==> src/rtl/tpu_pkg.sv <==
// Shared defaults and FSM encoding for the systolic-array operand feeder.
package tpu_pkg;

    localparam int DATA_W_DEF = 8;
    localparam int DEPTH_DEF  = 4;

    typedef enum logic [1:0] {
        IDLE   = 2'd0,
        STREAM = 2'd1,
        DRAIN  = 2'd2
    } feed_state_e;

endpackage

==> src/rtl/skew_fifo.sv <==
// Circular FIFO holding aligned operand vectors {last, lane1, lane0}.
// Writes and pointer updates are clocked; read data is the head entry.
module skew_fifo #(
    parameter int WIDTH = 17,
    parameter int DEPTH = 4
) (
    input  logic                   clk,
    input  logic                   reset,
    input  logic                   clear,
    input  logic                   push,
    input  logic [WIDTH-1:0]       wdata,
    input  logic                   pop,
    output logic [WIDTH-1:0]       rdata,
    output logic [$clog2(DEPTH):0] count
);

    localparam int AW = $clog2(DEPTH);
    localparam logic [AW:0] FULL = (AW+1)'(DEPTH);

    logic [WIDTH-1:0] mem_q [DEPTH];
    logic [AW-1:0]    wr_ptr_q, wr_ptr_d;
    logic [AW-1:0]    rd_ptr_q, rd_ptr_d;
    logic [AW:0]      count_q, count_d;
    logic             do_push, do_pop;

    // Internal guards make overflow and underflow impossible regardless of caller.
    assign do_push = push && (count_q < FULL) && !clear;
    assign do_pop  = pop && (count_q != '0) && !clear;

    always_comb begin
        wr_ptr_d = wr_ptr_q;
        rd_ptr_d = rd_ptr_q;
        count_d  = count_q;
        if (clear) begin
            wr_ptr_d = '0;
            rd_ptr_d = '0;
            count_d  = '0;
        end else begin
            if (do_push) wr_ptr_d = wr_ptr_q + AW'(1);
            if (do_pop)  rd_ptr_d = rd_ptr_q + AW'(1);
            count_d = count_q + (AW+1)'(do_push) - (AW+1)'(do_pop);
        end
    end

    always_ff @(posedge clk or posedge reset) begin
        if (reset) begin
            wr_ptr_q <= '0;
            rd_ptr_q <= '0;
            count_q  <= '0;
        end else begin
            wr_ptr_q <= wr_ptr_d;
            rd_ptr_q <= rd_ptr_d;
            count_q  <= count_d;
        end
    end

    always_ff @(posedge clk) begin
        if (do_push) mem_q[wr_ptr_q] <= wdata;
    end

    assign rdata = mem_q[rd_ptr_q];
    assign count = count_q;

endmodule

==> src/rtl/operand_skew_feeder.sv <==
// Buffers aligned two-row operand vectors and injects them into the array
// with row 1 lagging row 0 by one advancing cycle.
//
//   state  | meaning
//   IDLE   | no batch in flight; next pop starts one
//   STREAM | batch in progress, popping whenever data and no stall
//   DRAIN  | last row-0 element issued; waiting one step for row-1 tail
module operand_skew_feeder
    import tpu_pkg::*;
#(
    parameter int DATA_W = DATA_W_DEF,
    parameter int DEPTH  = DEPTH_DEF
) (
    input  logic              clk,
    input  logic              reset,
    input  logic              clear,
    input  logic              stall,
    input  logic              in_valid,
    output logic              in_ready,
    input  logic              in_last,
    input  logic [DATA_W-1:0] in_lane0,
    input  logic [DATA_W-1:0] in_lane1,
    output logic              skew_valid0,
    output logic [DATA_W-1:0] skew_lane0,
    output logic              skew_valid1,
    output logic [DATA_W-1:0] skew_lane1,
    output logic              done
);

    localparam int EW = 2*DATA_W + 1;
    localparam int CW = $clog2(DEPTH) + 1;
    localparam logic [CW-1:0] FULL = CW'(DEPTH);

    logic [EW-1:0]     rd_entry;
    logic [CW-1:0]     count;
    logic              push, pop;
    logic              rd_last;
    logic [DATA_W-1:0] rd_lane0, rd_lane1;

    feed_state_e       state_q, state_d;
    logic              valid0_q, valid0_d;
    logic [DATA_W-1:0] lane0_q, lane0_d;
    logic              dly_valid_q, dly_valid_d;
    logic [DATA_W-1:0] dly_lane1_q, dly_lane1_d;
    logic              dly_last_q, dly_last_d;
    logic              valid1_q, valid1_d;
    logic [DATA_W-1:0] lane1_q, lane1_d;
    logic              done_q, done_d;

    assign in_ready = (count < FULL);
    assign push     = in_valid && in_ready && !clear;
    assign pop      = (count != '0) && !stall && !clear && (state_q != DRAIN);
    assign {rd_last, rd_lane1, rd_lane0} = rd_entry;

    skew_fifo #(
        .WIDTH (EW),
        .DEPTH (DEPTH)
    ) u_fifo (
        .clk   (clk),
        .reset (reset),
        .clear (clear),
        .push  (push),
        .wdata ({in_last, in_lane1, in_lane0}),
        .pop   (pop),
        .rdata (rd_entry),
        .count (count)
    );

    // Stall freezes everything except done, which stays a single-cycle event.
    always_comb begin
        state_d     = state_q;
        valid0_d    = valid0_q;
        lane0_d     = lane0_q;
        dly_valid_d = dly_valid_q;
        dly_lane1_d = dly_lane1_q;
        dly_last_d  = dly_last_q;
        valid1_d    = valid1_q;
        lane1_d     = lane1_q;
        done_d      = 1'b0;
        if (clear) begin
            state_d     = IDLE;
            valid0_d    = 1'b0;
            lane0_d     = '0;
            dly_valid_d = 1'b0;
            dly_lane1_d = '0;
            dly_last_d  = 1'b0;
            valid1_d    = 1'b0;
            lane1_d     = '0;
        end else if (!stall) begin
            valid0_d    = pop;
            lane0_d     = pop ? rd_lane0 : '0;
            dly_valid_d = pop;
            dly_lane1_d = pop ? rd_lane1 : '0;
            dly_last_d  = pop && rd_last;
            valid1_d    = dly_valid_q;
            lane1_d     = dly_lane1_q;
            done_d      = dly_valid_q && dly_last_q;
            case (state_q)
                IDLE, STREAM: if (pop) state_d = rd_last ? DRAIN : STREAM;
                DRAIN:        state_d = IDLE;
                default:      state_d = IDLE;
            endcase
        end
    end

    always_ff @(posedge clk or posedge reset) begin
        if (reset) begin
            state_q     <= IDLE;
            valid0_q    <= 1'b0;
            lane0_q     <= '0;
            dly_valid_q <= 1'b0;
            dly_lane1_q <= '0;
            dly_last_q  <= 1'b0;
            valid1_q    <= 1'b0;
            lane1_q     <= '0;
            done_q      <= 1'b0;
        end else begin
            state_q     <= state_d;
            valid0_q    <= valid0_d;
            lane0_q     <= lane0_d;
            dly_valid_q <= dly_valid_d;
            dly_lane1_q <= dly_lane1_d;
            dly_last_q  <= dly_last_d;
            valid1_q    <= valid1_d;
            lane1_q     <= lane1_d;
            done_q      <= done_d;
        end
    end

    assign skew_valid0 = valid0_q;
    assign skew_lane0  = lane0_q;
    assign skew_valid1 = valid1_q;
    assign skew_lane1  = lane1_q;
    assign done        = done_q;

endmodule

==> config.mk <==
export PLATFORM = sky130hd
export DESIGN_NAME = operand_skew_feeder
export DESIGN_NICKNAME = d
export VERILOG_FILES = /design/src/rtl/tpu_pkg.sv /design/src/rtl/skew_fifo.sv /design/src/rtl/operand_skew_feeder.sv
export SDC_FILE = /design/constraint.sdc
export NUM_CORES = 1
export LEC_CHECK = 0
export CORE_ASPECT_RATIO = 1.5
export CORE_UTILIZATION = 50
export DETAILED_ROUTE_END_ITERATION = 16
export GPL_ROUTABILITY_DRIVEN = 0
export PLACE_DENSITY = 0.74
export RECOVER_POWER = 100
export SETUP_SLACK_MARGIN = 0.3
export SLEW_MARGIN = 20
export SYNTH_ARGS = -nofsm -noshare
export SYNTH_HDL_FRONTEND = slang
export SYNTH_SLANG_ARGS = --single-unit
==> constraint.sdc <==
create_clock -name clk -period 2.2 [get_ports clk]
set_input_delay 0.44 -clock clk [delete_from_list [all_inputs] [get_ports clk]]
set_output_delay 0.44 -clock clk [all_outputs]
set_load 0.02 [all_outputs]
Word-level counts from Yosys, hierarchy flattened

Memories as Yosys holds them, arrays and structs flattened.
Cells that the tools add are included.

Flip-flop bits (word level): 37
Memory bits (writable): 68
Bits of input ports: 22
Output and inout port bits: 20
Memories: 1

Memory list:

| name         | words | width | rd ports | clocked after memory_dff | write ports | line            | text |
|---|---|---|---|---|---|---|---|
| u_fifo.mem_q | 4     | 17    | 1        | 0                        | 1           | skew_fifo.sv:20 | `logic [WIDTH-1:0] mem_q [DEPTH];` |

$add $sub $neg: 4
$lt $le $gt $ge: 1
Equal/unequal tests: 4
Multiplexer cells: 28
Reduce and logical (&&, ||, !) cells: 19

Operators by type and width:

| kind                | count |
|---|---|
| $mux 8              | 8 |
| $mux 2              | 9 |
| $logic_and 1x1->1   | 11 |
| $mux 1              | 10 |
| $add 2x1->2 const B | 2 |
| $ne 2x2->1 const B  | 2 |
| $reduce_bool 2->1   | 2 |
| $add 3x1->3         | 1 |
| $lt 3x3->1 const B  | 1 |
| $mux 3              | 1 |
| $ne 3x3->1 const B  | 1 |
| $reduce_bool 3->1   | 1 |
| $sub 3x1->3         | 1 |
| $eq 2x1->1 const B  | 1 |
| $logic_not 1->1     | 2 |
| $logic_not 2->1     | 1 |
| $reduce_and 2->1    | 1 |
| $reduce_or 2->1     | 1 |

Logic depth before layout (Yosys ltp)

Depth after elaboration: 8
Gate-level depth with buffers: 11

Hierarchy

From an unflattened synthesis, not the netlist that was laid out.

Cells, all modules: 220
Area total of the unflattened synthesis: 4111.4 µm²

Modules (own cells, without submodules):

| module              | instances | cells an instance | area each (µm²) | sequential area each (µm²) |
|---|---|---|---|---|
| skew_fifo           | 1         | 132               | 2934.1          | 2217.1 |
| operand_skew_feeder | 1         | 88                | 1177.4          | 750.7 |

Worst setup path before layout

No wires, ideal clock.

Path type: input to register
From: input clear
To: register u_fifo.count_q[2], in the netlist u_fifo.count[2]
Library setup time: 0.132 ns
Arrival: 2.485 ns
Data required time: 2.068 ns
Setup slack: -0.417 ns
Cell stages on the path: 11
Path through: clkbuf_1 -> nor4_4 -> buf_2 -> ha_1 -> inv_1 -> ha_1 -> inv_1 -> fa_1 -> xnor2_1 -> xnor2_1 -> nor2_1

Cells in the longest elaborated chain, start to end: 7

RTL lines:

| item                                                    | line                                                 | text |
|---|---|---|
| start: declaration                                      | operand_skew_feeder.sv:16                            | `input logic clear,` |
| $logic_not 1->1                                         | --                                                   |  |
| $logic_and 1x1->1 (on tied branches)                    | operand_skew_feeder.sv:51, operand_skew_feeder.sv:52 |  |
| $logic_and 1x1->1 (on tied branches)                    | skew_fifo.sv:27, operand_skew_feeder.sv:52           |  |
| $logic_and 1x1->1 (on tied branches)                    | skew_fifo.sv:27, skew_fifo.sv:28                     |  |
| $add 3x1->3 / $logic_and 1x1->1 (equally long branches) | skew_fifo.sv:41, skew_fifo.sv:28                     |  |
| $sub 3x1->3                                             | skew_fifo.sv:41                                      | `count_d = count_q + (AW+1)'(do_push) - (AW+1)'(do_pop);` |
| $mux 3 *                                                | skew_fifo.sv:34                                      | `if (clear) begin` |
| net u_fifo.count_d[2]                                   | skew_fifo.sv:23                                      | `logic [AW:0] count_q, count_d;` |
| end signal: assignment                                  | skew_fifo.sv:53                                      | `count_q <= count_d;` |
| end: declaration                                        | skew_fifo.sv:23                                      |  |

Mark *: on every way through the listed nets, which the timed path passes. The rest lies on a longest branch.
A chain may end at the register's enable or synchronous reset.

Final worst setup path

From: register u_fifo.count_q[2], in the netlist u_fifo.count[2]
To: register u_fifo.count_q[2], in the netlist u_fifo.count[2]

Cells in the longest elaborated chain, start to end: 8

RTL lines:

| item                                                    | line |
|---|---|
| $lt 3x3->1 / $reduce_bool 3->1 (equally long branches)  | -- |
| $logic_and 1x1->1 (on tied branches) (2 in a row)       | operand_skew_feeder.sv:51, operand_skew_feeder.sv:52 |
| $logic_and 1x1->1 (on tied branches)                    | skew_fifo.sv:27, operand_skew_feeder.sv:52 |
| $logic_and 1x1->1 (on tied branches)                    | skew_fifo.sv:27, skew_fifo.sv:28 |
| $add 3x1->3 / $logic_and 1x1->1 (equally long branches) | skew_fifo.sv:41, skew_fifo.sv:28 |
| $sub 3x1->3 *                                           | skew_fifo.sv:41 |
| $mux 3 *                                                | skew_fifo.sv:34 |
| net u_fifo.count_d[2]                                   | skew_fifo.sv:23 |

Marks and branches as above.

==> summary.md <==
| Metric | Value |
|---|---|
| Gr ovfl total | `0` |
| Status | `finished, final reports clean` |
| Post-layout minimum cycle time | `about 2.0 ns` |
| Via/cell ratio | `~5.3` |
| Clock network power share | `just under 30%` |
| RR Startpoint | `u_fifo.count[2]$_DFF_PP0_` |
| Min-Delay Path Class | `reg -> reg` |
| Post-route DRC | `0` |
| Internal cell power | `approximately 3.6 mW` |
| # placed instances | `just under 400` |
| Placeable Area | `approximately 0.008 mm2` |
| CTS tree | `done` |
| Largest area contributor in the netlist | `edfxtp_1` |
| Fmax achieved | `0.503 GHz` |
| Row count | `40` |
| Syn Inst Count | `~240` |
| DP HPWL | `between 4000 and 5000 um` |
| Port Buffer Count | `41` |
| Flop pwr share | `between 40% and 50%` |
| CTS Buf Count | `9` |
| Hold-fix buffers, CTS | `0` |
| Max_slew headroom | `35.6%` |
| Hold Fails Final Rpt | `0` |
| Antenna-violating nets left | `0` |
| Clock Tree Buf Depth | `2` |
| R2R cell count | `10` |
| Clock root cell | `clkbuf_16` |
| Post-Syn Area per Cell | `~17 um2` |
| First-pass GRT wire length | `between 10000 and 15000 um` |
| RSZ-0062 raised after global routing | `yes` |
| Register area share after synthesis | `roughly 72%` |
| Psw | `1.22 mW` |
| Slew @ Worst Pin | `about 0.97 ns` |
| Hold-critical path endpoint | `skew_lane0[7]$_DFFE_PP0P_` |
| Share of the synthesized area in the top cell type | `about half` |
| Yosys cell types | `30` |
| R2R setup slack | `0.21 ns` |
| Top FF cell, synth | `edfxtp_1` |
| Hold-critical path depth | `1` |
| Final setup vio count | `0` |
| Via count | `2153` |
| Total power | `4.81 mW` |
| Synth cell count leaders | `68 x edfxtp_1, 37 x dfrtp_1, 18 x nand2_1` |
| Die Wd | `~76 um` |
| Combinational share of power | `between 20% and 30%` |
| Switching share of power | `25.4%` |
| Area of the mapped netlist | `slightly above 0.004 mm2` |
| Tcrit/Tclk final | `approximately 90%` |
| Min-delay src | `skew_lane0[7]$_DFFE_PP0P_` |
| Syn. warnings | `0` |
| Reg2reg end | `u_fifo.count[2]$_DFF_PP0_` |
| Syn Nets | `264` |
| Worst EP arrival | `approximately 2.2 ns` |
| Final #Nets | `around 330` |
| Top-count cell post-synth | `edfxtp_1` |
| Clock H-tree levels | `3` |
| Drt total wl | `about 6800 um` |
| Pins Over Slew Limit | `0` |
| Io pins | `42` |
| Initial Utilization | `51.3%` |
| Path type of the worst setup path | `reg -> reg` |
| Die ar. | `between 0.008 and 0.009 mm2` |
| Leading post-synthesis cells by cell area | `edfxtp_1 50%, dfrtp_1 23%, mux4_2 9.3%, o2bb2ai_1 2.8%, mux2i_1 2.2%` |
| PwrDens | `953 mW/mm2` |
| Worst Path Required | `between 2 and 2.5 ns` |
| Fraction of layout cells with a size suffix above 1 | `20.9%` |
| Vias in the first global route | `approximately 2200` |
| First-pass DRT Iterations | `4` |
| Ys async rst share | `a little over a third` |
| WL/cell | `between 15 and 20 um` |
| Worst slack, placed | `-0.443 ns` |
| Max FO, Critical Path | `3` |
| Drt first-iter violations | `102` |
| Number of synthesized flops with an enable pin | `68` |
| Initial antenna violation count | `0` |
| Worst Setup Slack, final | `~0.21 ns` |
| Clk Latency, worst-skew pair | `0.33 ns` |
| Total GRT Usage | `between 15 and 20%` |
| Ant. Diodes | `0` |
| Leak | `1.92 nW` |
| Max-cap viol count | `0` |
| Reg clk slew, reported paths | `roughly 0.060 ns` |
| Post-route non-filler standard cell count | `~410` |
| VDD IR max | `between 0.8 and 0.9 mV` |
| Clock Sinks | `about 110` |
| Setup Skew | `around 0.004 ns` |
| Die H | `113 um` |
| Seq cells post-synth | `105` |
| CP Capture Type | `flip-flop` |
| Startpoint types | `flip-flop` |
| Syn-to-layout area delta | `22.8%` |
| Largest net degree at the start of global routing | `38` |
flip-flops by register name, indices dropped and copies added, names as in the netlist:
signal,cells
done,1
dly_last_q,1
u_fifo.rd_ptr_q,2
u_fifo.count,3
u_fifo.wr_ptr_q,2
skew_lane1,8
skew_lane0,8
state_q,2
u_fifo.mem_q,68
skew_valid1,1
dly_lane1_q,8
dly_valid_q,1
power groups by stage:
| stage | combinational [mW] | sequential, mW | clock [mW] |
|---|---|---|---|
| 4_1_cts | 1.05 | 2.39 | 1.43 |
| 3_3_place_gp | 1.02 | 2.42 | 0 |
| 5_1_grt | 1.12 | 2.41 | 1.51 |
| 6_report | 1.02 | 2.39 | 1.40 |
| 2_1_floorplan | 0.638 | 2.46 | 0 |
| 3_5_place_dp | 1.04 | 2.42 | 0 |
kinds of logic after synthesis:
logic type	count (synthesis)	synth area share (%)
AND/OR/NAND/NOR	50	6.42
multiplexers	27	11.8
flip-flops	105	72.2
buffers and inverters	20	2.16
adder cells (fa/ha/maj)	7	2.31
AO/OA/AOI/OAI	23	4.50
XOR/XNOR	3	0.639
placed cells by master, fill, tap and decap left out, types with 2 or more instances in the layout:
cell,n
ha_1,4
dlygate4sd3_1,38
o2bb2ai_1,13
a21oi_1,3
dlygate4sd2_1,2
clkinv_2,2
clkbuf_1,7
inv_1,5
and2_2,3
clkbuf_16,9
nor2b_1,4
or4_1,2
a22o_1,4
xnor2_1,2
nand2_1,18
nor2_1,13
dfrtp_1,36
clkbuf_4,6
edfxtp_1,68
clkbuf_2,3
ha_4,2
inv_2,2
mux4_2,17
o31ai_1,2
buf_4,11
mux2i_1,9
worst max path at each step:
stage | start | endpoint | slack [ns] | cells past startpoint
finish | u_fifo.count[2]$_DFF_PP0_ | u_fifo.count[2]$_DFF_PP0_ | 0.21 | 10
global route | in_valid | u_fifo.mem_q[3][4]$_DFFE_PP_ | 0.09 | 5
CTS | state_q[1]$_DFFE_PP0P_ | u_fifo.count[2]$_DFF_PP0_ | 0.12 | 10
detailed placement | stall | u_fifo.count[2]$_DFF_PP0_ | -0.44 | 10
global placement | stall | u_fifo.count[2]$_DFF_PP0_ | -0.41 | 10
floorplan | stall | u_fifo.count[2]$_DFF_PP0_ | -0.26 | 11
critical path: stages (launching register included):
cell and delay, ns:
dfrtp_2 0.40, nor3_4 0.06, nor4_4 0.28, ha_4 0.25
inv_2 0.06, ha_4 0.11, inv_2 0.03, fa_2 0.34
xnor2_2 0.14, xnor2_1 0.13, nor2_1 0.05
final cells by class:
| class | instances | area (um2) |
|---|---|---|
| flip-flops and latches | 105 | 2970 |
| fillers | 606 | 2960 |
| multi-input cells | 110 | 1110 |
| repair buffers | 63 | 552 |
| clock buffers | 13 | 240 |
| well taps | 105 | 131 |
| inverters | 7 | 26.3 |
| clock inverters | 3 | 18.8 |
layer usage:
layer | up-vias | global-route usage [%] | routed length [um]
met4 | 0 | 6.92 | 106
met5 | - | 0 | 0
met1 | 1097 | 21.7 | 2900
met2 | 28 | 30.5 | 3700
li1 | 1019 | - | -
met3 | 9 | 3.63 | 143
stage by stage:
step                      util (%)  hold WS [ns]  setup TNS, ns  instance area (um2)
final                         63.1         0.501              0                 5050
after global routing          63.1         0.531              0                 5050
after floorplan                  -         0.465         -0.365                 4170
after CTS                     63.6         0.512              0                 5090
after detailed placement      60.1         0.496          -1.17                 4810
after global placement        60.1         0.483          -1.13                 4810
timing repair:
action,4_1_cts,5_1_grt
buffers inserted,2,3
resized for setup,4,3
pin swaps,5,1
setup endpoints to repair,3,2
No activity file was read; power rests on OpenSTA's default activity.
